### src/rtl/seq_alu.sv
// Registered ALU with valid/ready handshakes on both sides.
// Single-cycle logic/arith ops; MUL runs a WIDTH-step shift-add sequence.
module seq_alu #(
    parameter int WIDTH = 8
) (
    input  logic             clk,
    input  logic             rst,
    input  logic             in_valid,
    output logic             in_ready,
    input  logic [2:0]       oper,
    input  logic [WIDTH-1:0] a,
    input  logic [WIDTH-1:0] b,
    input  logic             c_in,
    output logic             out_valid,
    input  logic             out_ready,
    output logic [WIDTH-1:0] sum,
    output logic             c_out
);

    localparam int CW = $clog2(WIDTH + 1);

    localparam logic [2:0] OP_ADD = 3'b000;
    localparam logic [2:0] OP_SUB = 3'b001;
    localparam logic [2:0] OP_AND = 3'b010;
    localparam logic [2:0] OP_OR  = 3'b011;
    localparam logic [2:0] OP_XOR = 3'b100;
    localparam logic [2:0] OP_SHL = 3'b101;
    localparam logic [2:0] OP_SHR = 3'b110;
    localparam logic [2:0] OP_MUL = 3'b111;

    typedef enum logic {
        IDLE,
        MUL
    } state_t;

    state_t state;
    state_t state_next;

    logic [CW-1:0]        cnt;
    logic [2*WIDTH-1:0]   mcand;
    logic [2*WIDTH-1:0]   acc;
    logic [2*WIDTH-1:0]   acc_step;
    logic [WIDTH-1:0]     mplier;
    logic                 accept;
    logic                 is_mul;
    logic                 retire;
    logic                 mul_done;
    logic [WIDTH:0]       ext;
    logic [WIDTH-1:0]     alu_sum;
    logic                 alu_c;

    assign in_ready = (state == IDLE) && (!out_valid || out_ready);
    assign accept   = in_valid && in_ready;
    assign is_mul   = (oper == OP_MUL);
    assign retire   = out_valid && out_ready;
    assign mul_done = (state == MUL) && (cnt == CW'(1));

    // One multiplier bit per edge, LSB first; mcand is pre-shifted each step.
    assign acc_step = acc + (mplier[0] ? mcand : {2*WIDTH{1'b0}});

    always_comb begin
        ext     = '0;
        alu_sum = '0;
        alu_c   = 1'b0;
        unique case (oper)
            OP_ADD: begin
                ext     = {1'b0, a} + {1'b0, b} + {{WIDTH{1'b0}}, c_in};
                alu_sum = ext[WIDTH-1:0];
                alu_c   = ext[WIDTH];
            end
            OP_SUB: begin
                // Bit WIDTH of the extended difference is the borrow.
                ext     = {1'b0, a} - {1'b0, b} - {{WIDTH{1'b0}}, c_in};
                alu_sum = ext[WIDTH-1:0];
                alu_c   = ext[WIDTH];
            end
            OP_AND: alu_sum = a & b;
            OP_OR:  alu_sum = a | b;
            OP_XOR: alu_sum = a ^ b;
            OP_SHL: begin
                alu_sum = {a[WIDTH-2:0], c_in};
                alu_c   = a[WIDTH-1];
            end
            OP_SHR: begin
                alu_sum = {c_in, a[WIDTH-1:1]};
                alu_c   = a[0];
            end
            default: begin
                alu_sum = '0;
                alu_c   = 1'b0;
            end
        endcase
    end

    always_comb begin
        state_next = state;
        unique case (state)
            IDLE: if (accept && is_mul) state_next = MUL;
            MUL:  if (cnt == CW'(1)) state_next = IDLE;
            default: state_next = IDLE;
        endcase
    end

    always_ff @(posedge clk or posedge rst) begin
        if (rst) state <= IDLE;
        else     state <= state_next;
    end

    always_ff @(posedge clk or posedge rst) begin
        if (rst) begin
            out_valid <= 1'b0;
            sum       <= '0;
            c_out     <= 1'b0;
        end else if (accept && !is_mul) begin
            out_valid <= 1'b1;
            sum       <= alu_sum;
            c_out     <= alu_c;
        end else if (mul_done) begin
            out_valid <= 1'b1;
            sum       <= acc_step[WIDTH-1:0];
            c_out     <= |acc_step[2*WIDTH-1:WIDTH];
        end else if (retire) begin
            out_valid <= 1'b0;
        end
    end

    always_ff @(posedge clk or posedge rst) begin
        if (rst) begin
            cnt    <= '0;
            mcand  <= '0;
            mplier <= '0;
            acc    <= '0;
        end else if (accept && is_mul) begin
            cnt    <= CW'(WIDTH);
            mcand  <= {{WIDTH{1'b0}}, a};
            mplier <= b;
            acc    <= '0;
        end else if (state == MUL) begin
            cnt    <= cnt - CW'(1);
            mcand  <= mcand << 1;
            mplier <= mplier >> 1;
            acc    <= acc_step;
        end
    end

endmodule
### config.mk
export PLATFORM = sky130hd
export DESIGN_NAME = seq_alu
export DESIGN_NICKNAME = d
export VERILOG_FILES = /design/src/rtl/seq_alu.sv
export SDC_FILE = /design/constraint.sdc
export NUM_CORES = 1
export LEC_CHECK = 0
export CAP_MARGIN = 5
export CORE_MARGIN = 10
export CORE_UTILIZATION = 30
export CTS_CLUSTER_DIAMETER = 100
export DETAILED_ROUTE_END_ITERATION = 6
export PLACE_DENSITY = 0.53
export SLEW_MARGIN = 25
export SYNTH_ARGS = -nofsm -noshare
export SYNTH_HDL_FRONTEND = slang
export SYNTH_SLANG_ARGS = --single-unit
### constraint.sdc
create_clock -name clk -period 3.03 [get_ports clk]
set_clock_uncertainty 0.05 [all_clocks]
set_input_delay 0.303 -clock clk [delete_from_list [all_inputs] [get_ports clk]]
set_output_delay 0.303 -clock clk [all_outputs]
set_load 0.005 [all_outputs]
After elaboration in Yosys (flattened, before gate mapping)
Index checks and enable logic that the tools add are counted.
- bits in registers: 55
- word-level logic and storage cells: 61
- input port bits: 24
- output and inout bits: 11
- add/sub/neg operators: 6
- mux-type cells: 21
- bitwise logic cells: 4
- reductions and logical operators: 14
- equal/unequal tests: 8
- operator list (operator ; number):
    16-bit two-way mux ; 5
    8-bit one-hot mux with 7 select lines ; 1
    8-bit two-way mux ; 4
    16-bit adder ; 1
    3-bit == test (second input constant) ; 4
    8-bit by 8-bit adder with 9-bit output ; 1
    9-bit by 1-bit adder with 9-bit output ; 1
    8-bit by 8-bit subtractor with 9-bit output ; 1
    9-bit by 1-bit subtractor with 9-bit output ; 1
    8-bit bitwise AND ; 1
    4-bit two-way mux ; 2
    8-bit OR ; 1
    8-bit OR reduction ; 1
    8-bit bitwise XOR ; 1
    1-bit two-way mux ; 7
    3-bit by 2-bit == test with 1-bit output (second input constant) ; 2
    1-bit logical AND ; 6
    4-bit by 1-bit == test with 1-bit output (second input constant) ; 1
    1-bit one-hot mux with 4 select lines ; 1
    2-bit nonzero test ; 2
    4-bit by 1-bit subtractor with 4-bit output (second input constant) ; 1
    3-bit by 1-bit == test with 1-bit output (second input constant) ; 1
    3-bit logical NOT ; 1
    3-bit nonzero test ; 1
    other kinds (4) ; 5

Depth between registers and ports, before layout
Gate-level depths: netlist of the first run.
- word-level depth: 7
- depth in mapped cells: 11
- mapped depth without buffers: 11

Worst setup path before layout of the first run
No wires, ideal clock.
- kind: reg-to-reg
- from: reg mplier[0]
- to: reg c_out
- path buffers: 0
- slack: 0.012 ns
- data required time: 2.856 ns
- stages on the path, launching flop included: 10
- period minus slack after synthesis: 3.018 ns
- arrival time: 2.844 ns
- setup time: 0.124 ns
- cell sequence: dfrtp_1 and2_1 ha_1 fa_1 a21oi_1 o211ai_2 o21a_2 a311o_1 or4b_1 o31a_1
- word-level cells in the longest chain between the ends: 5
- ends and longest elaborated chain (element ; line ; source):
    start: declaration ; 43 ; logic [WIDTH-1:0] mplier;
    start signal: assignment ; 141 ; mplier <= mplier >> 1;
    16-bit two-way mux ; 59 ; assign acc_step = acc + (mplier[0] ? mcand : {2*WIDTH{1'b0}});
    16-bit adder ; 59 ;
    8-bit OR reduction ; 121 ; c_out <= |acc_step[2*WIDTH-1:WIDTH];
    1-bit two-way mux ; 118 ; end else if (mul_done) begin
    1-bit two-way mux ; 114 ; end else if (accept && !is_mul) begin
    end signal: assignment ; 117 ; c_out <= alu_c;
    end signal: assignment ; 121 ;
    end: declaration ; 17 ; output logic c_out
No other way between the ends. The select of a mux whose other input is x is not followed.
A chain may end at the register's enable or synchronous reset.

Worst setup path after layout of the first run
Same ends and word-level chain as after synthesis.

==> flow_summary.yaml, run 1 <==
pwr:
  ir_drop_uv: 296
  p_leak_uw: 0.00268
  powerDensity_nw_per_um2: 687
  finalPower_uw: 3960
yosys:
  synth.distinct_cells: 56
  syn_area_per_cell_um2: 8.49
  synth_nets: 606
  syn-cell-area_um2: 4500
  seq_area_frac_synth_pct: 30.6
  async_flop_share_pct: 100
  yosysWarnings: 0
  syn_inst: 530
  synth_commonest_cells: "nand2_1 (71), dfrtp_1 (55), ha_1 (47)"
  yosysMostFrequentCell: "nand2_1"
  yosysTopAreaCellShare_pct: 30.6
  yosys-top-cells-area: "dfrtp_1 (31%), ha_1 (13%), nand2_1 (5.9%), o21ai_0 (4.9%), mux2i_1 (4.7%)"
  synth_edf_count: 0
  ys_ff_latch: 55
  synth_top_flop_cell: "dfrtp_1"
  synth_largest_area_cell: "dfrtp_1"
drt:
  drt_pass1_iterations: 5
  drtIter0Drc: 347
  viasPerCell: 5.13
  ant_nets: 0
  routed_wl_mm: 13.2
  routedWlPerCell_um: 16.4
  remaining_drc_errors: 0
  vias: 4110
cells_and_area:
  drive_gt1_share_pct: 17.7
  fin_nets: 692
  syn_to_final_growth_pct: 28.3
  post-route-util_pct: 39.5
  antenna_cells: 0
floorplanning:
  die_h_um: 142
  die_area_um2: 20300
  die_w_um: 142
  rows: 44
  core_um2: 14600
  initial_core_util_pct: 30.8
  num_io_pins: 35
critical_path:
  arrival_ns: 3.15
  critPathCaptureType: "flop"
  start_kind: "flop"
  worst_path_largest_cell_delay_ns: 0.52
  cp_max_fo: 5
  slowest_stage: "or4b_4"
  path_cells: "and2_4 -> ha_4 -> fa_2 -> a21oi_4 -> o211ai_2 -> o21a_2 -> buf_4 -> xnor2_1 -> nand2b_1 -> or4b_4 -> o31a_1"
  critPathKind: "flop to flop"
  cp.required_ns: 3.17
  r2r_slack_ns: 0.02
min_path:
  hold_path_class: "input port to async pin"
global_routing:
  busiest_layer: "met2"
  grt-ovfl-total: 0
  grt_start_max_net_pins: 57
  antenna_found_initial: 1
  met1_usage_pct: 17.7
  grt_pass1_vias: 4135
  grt_util_met2_pct: 20.2
  grt_pass1_wl_mm: 21.4
  met3_usage_pct: 1.50
  grt.total_usage_pct: 12.8
place:
  place_congestion: 0.931
  numPortBuffers: 34
  hpwlAfterDp_mm: 10.2
clocking:
  h-tree-depth: 2
  cts_root_buffer: "clkbuf_16"
  cts_tree: "done"
  cts_buffers: 5
  cts.clk_slew.worst_paths_ns: 0.08
  clk_latency_ns: 0.30
  cts_sinks: 55
  clock_path_buffers: 2
status:
  outcome: "completed"
sta:
  rsz0062_at_grt: "true"
  fmax_mhz: 332
  finalCritPeriodShare_pct: 99.5
  tns_ns: 0
  maxSlewHeadroom_pct: 52.9
  drv_slew: 0
  tightestPinTransition_ns: 0.706
  finalHoldViolations: 0
  fin_crit_ns: 3.01
  setup_viol: 0
job:
  cap_violations: 0
final cells by class:
| type | count | area (µm²) |
|---|---|---|
| sequential | 55 | 1380 |
| clock inverter | 3 | 28.8 |
| tap | 184 | 230 |
| clock buffer | 5 | 125 |
| inverter | 37 | 139 |
| timing repair buffer | 101 | 843 |
| multi-input combinational | 416 | 3030 |
| fill | 1451 | 8820 |
registers in the layout, summed over array words and instances, names as in the netlist:
signal and cells:
out_valid 1, c_out 1, mplier 8, mcand 16, state 1, sum 8
acc 16, cnt 4
metrics by stage:
step / setup slack (ns) / cell area [µm²] / std cells / hold WS (ns)
4_1_cts: 0.0152 / 5590 / 792 / 0.409
5_1_grt: -0.108 / 5770 / 801 / 0.447
2_1_floorplan: 0.0117 / 4500 / 530 / 0.370
3_3_place_gp: -0.242 / 5420 / 783 / 0.417
3_5_place_dp: -0.285 / 5420 / 783 / 0.417
6_report: 0.0162 / 5770 / 801 / 0.387
cell families (layout without fill, tap and decap cells):
family / after synthesis / after routing / synth area share (%)
AO/OA/AOI/OAI: 145 / 145 / 21.3
buffers and inverters: 59 / 146 / 4.92
multiplexers: 26 / 26 / 6.18
AND/OR/NAND/NOR: 168 / 168 / 16.9
XOR/XNOR: 25 / 25 / 4.87
adder cells (fa/ha/maj): 52 / 52 / 15.3
flip-flops: 55 / 55 / 30.6
cell usage in the layout (no fill, tap or decap), types with 14 or more instances in the layout:
| master | n |
|---|---|
| nand2_1 | 71 |
| buf_4 | 67 |
| dfrtp_1 | 54 |
| o21ai_0 | 43 |
| ha_1 | 39 |
| nor2_1 | 38 |
| inv_1 | 36 |
| clkdlybuf4s50_1 | 34 |
| a21oi_1 | 29 |
| mux2i_1 | 21 |
| xnor2_1 | 19 |
| and2_1 | 14 |
critical path, delay by kind of cell (launching register included):
kind	cells	cell delay, ns
buffers and inverters	1	0.14
AND/OR/NAND/NOR	3	0.84
adder cells (fa/ha/maj)	2	0.54
XOR/XNOR	1	0.13
flip-flops	1	0.40
AO/OA/AOI/OAI	4	0.82
where the power goes:
group / internal (µW) / leakage, µW / switching [µW]
combinational: 1000 / 0.00189 / 1070
clock: 316 / 0.0000759 / 285
sequential: 1050 / 0.000709 / 238
total: 2370 / 0.00268 / 1590
path summary, 6_finish.rpt:
kind / startpoint / end / depth (start not counted)
worst max-delay path: mplier[0] / c_out / 11
worst min-delay path: rst / mplier[3] / 2
min in group clk: mplier[1] / mplier[1] / 2
max in group asynchronous: rst / mcand[6] / 3
worst min register to register: mplier[1] / mplier[1] / 2
worst max register to register: mplier[0] / c_out / 11
per-layer routing:
| layer | wire length, µm | share of wire (%) |
|---|---|---|
| met5 | 0 | 0 |
| met2 | 6080 | 46 |
| met4 | 220 | 1.7 |
| met3 | 508 | 3.9 |
| met1 | 6360 | 48 |
timing repair:
action / CTS / global route
gates resized for setup: 4 / 17
endpoints found under the setup margin: 1 / 3
pin swaps: 7 / 7
buffers inserted: 1 / 9
hold buffers: 0 / 0
No activity file was read; power rests on OpenSTA's default activity.
==> run 2: changes to the inputs <==
==> constraint.sdc (replaced) <==
create_clock -name clk -period 3.03 [get_ports clk]
set_clock_uncertainty 0.05 [all_clocks]
set_input_delay 0.606 -clock clk [delete_from_list [all_inputs] [get_ports clk]]
set_output_delay 0.606 -clock clk [all_outputs]
set_load 0.005 [all_outputs]
==> flow_summary.yaml, run 2 (synthesized netlist as in run 1, its figures left out) <==
clocking:
  cts.clk_slew.worst_paths_ns: 0.07
  h-tree-depth: 2
  clock_path_buffers: 2
  cts_buffers: 5
  cts_tree: "done"
  cts_root_buffer: "clkbuf_16"
  clk_latency_ns: 0.30
  cts_sinks: 55
status:
  outcome: "finished, violations left"
  violations: "negative setup slack"
min_path:
  hold_path.startpoint: "mplier[1]"
  hold_path_class: "flop to flop"
  whs_path_depth: 2
  holdPathEnd: "mplier[1]"
global_routing:
  grt-ovfl-total: 0
  grt_pass1_wl_mm: 23.0
  antenna_found_initial: 0
  grt_pass1_vias: 4270
  grt.total_usage_pct: 14.0
  grt_start_max_net_pins: 46
floorplanning:
  rows: 44
  die_h_um: 142
  core_um2: 14600
  initial_core_util_pct: 30.8
  num_io_pins: 35
  die_area_um2: 20300
  die_w_um: 142
cells_and_area:
  drive_gt1_share_pct: 24.0
  layout_common_cells: "buf_4 (94), nand2_1 (70), dfrtp_1 (54), o21ai_0 (40), nor2_1 (38)"
  stdcell_area_um2: 6110
  syn_to_final_growth_pct: 35.8
  post-route-util_pct: 41.9
  fin_nets: 721
  layout_commonest_cell: "buf_4"
  largest_registers: "acc: 16 flops, mcand: 16 flops"
  antenna_cells: 0
job:
  cap_violations: 0
critical_path:
  worst_path_largest_cell_delay_ns: 0.51
  arrival_ns: 3.23
  critPathCaptureType: "flop"
  cp_max_fo: 3
  slowest_stage: "or4b_4"
  cp.required_ns: 3.17
  timing.rr.start: "mplier[0]"
  r2r_cells: 10
  path_cells: "and2_4 -> ha_4 -> fa_2 -> a21oi_4 -> o211ai_2 -> o41ai_2 -> xnor2_1 -> a311oi_2 -> or4b_4 -> o31a_1"
  crit_cells: 10
  r2r_slack_ns: -0.06
  start_kind: "flop"
  timing.critical_path.buf_inv: 0
  critPathKind: "flop to flop"
  r2r_end: "c_out"
  cp_top_family: "compound AO/OA/AOI/OAI gates"
place:
  place_area_um2: 5630
  pre_cts_ws_ns: -0.353
  place_congestion: 0.955
  hpwlAfterDp_mm: 10.8
  numPortBuffers: 34
drt:
  drtIter0Drc: 324
  ant_nets: 0
  routedWlPerCell_um: 16.8
  vias: 4178
  remaining_drc_errors: 0
  drt_pass1_iterations: 5
  viasPerCell: 5.03
  routed_wl_mm: 14.0
sta:
  fin_ws_ns: -0.0608
  setup_viol: 1
  fin_crit_ns: 3.09
  tightestPinTransition_ns: 0.553
  tns_ns: -0.0608
  maxSlewHeadroom_pct: 63.1
  rsz0062_at_grt: "true"
  finalCritPeriodShare_pct: 102
  fmax_mhz: 324
  finalHoldViolations: 0
  drv_slew: 0
pwr:
  finalPower_uw: 4210
  powerDensity_nw_per_um2: 689
  p_leak_uw: 0.00285
  ir_drop_uv: 274
## run 2: cell count changes in the layout (fill, tap and decap cells not counted), moves of 3 or more
cell	delta
buf_4	+27
clkdlybuf4s50_1	-3
dlymetal6s2s_1	+3
ha_4	+3
o21ai_0	-3
o21ai_2	+3
## run 2: power by group
group          switching, µW  internal (µW)
sequential               268           1050
combinational           1130           1180
clock                    274            306
total                   1670           2540
## run 2: area by class of cell
type	count	area, µm²
Fill cell	1441	8480
Multi-Input combinational cell	416	3140
Sequential cell	55	1380
Timing Repair Buffer	130	1080
Tap cell	184	230
Inverter	37	139
Clock buffer	6	129
Clock inverter	2	12.5
## run 2: tightest hold or removal path, cell delays in order (launching register included)
cell and delay [ns]:
dfrtp_1 0.35, nand2_1 0.05, nand2_1 0.06
## run 2: worst max-delay path by stage
stage / start / endpoint / slack (ns)
final: mplier[0] / c_out / -0.06
after global routing: mplier[0] / c_out / -0.13
after CTS: mplier[0] / c_out / -0.08
after detailed placement: a[0] / c_out / -0.35
after global placement: b[0] / c_out / -0.33
after floorplan: mplier[0] / c_out / 0.01
## run 2: per-layer routing
metal	share of wire (%)	global-route usage (%)	vias to the layer above	wire length [µm]
met2	48	22.8	80	6730
met1	46	18.6	2000	6430
met5	0	0	-	0
met3	4.1	1.97	15	569
li1	-	-	2083	-
met4	1.7	4.26	0	231
## run 2: stage by stage
stage / hold WS, ns / instances
after floorplan: 0.396 / 530
after global placement: 0.414 / 809
after detailed placement: 0.413 / 809
after CTS: 0.434 / 826
after global routing: 0.465 / 830
final: 0.433 / 830
## run 2: timing repair
action / in CTS / in global routing
hold endpoints to repair: 0 / 0
hold buffers: 0 / 0
buffers inserted: 9 / 5
setup endpoints to repair: 2 / 6
resized for setup: 18 / 33
pin swaps: 14 / 19
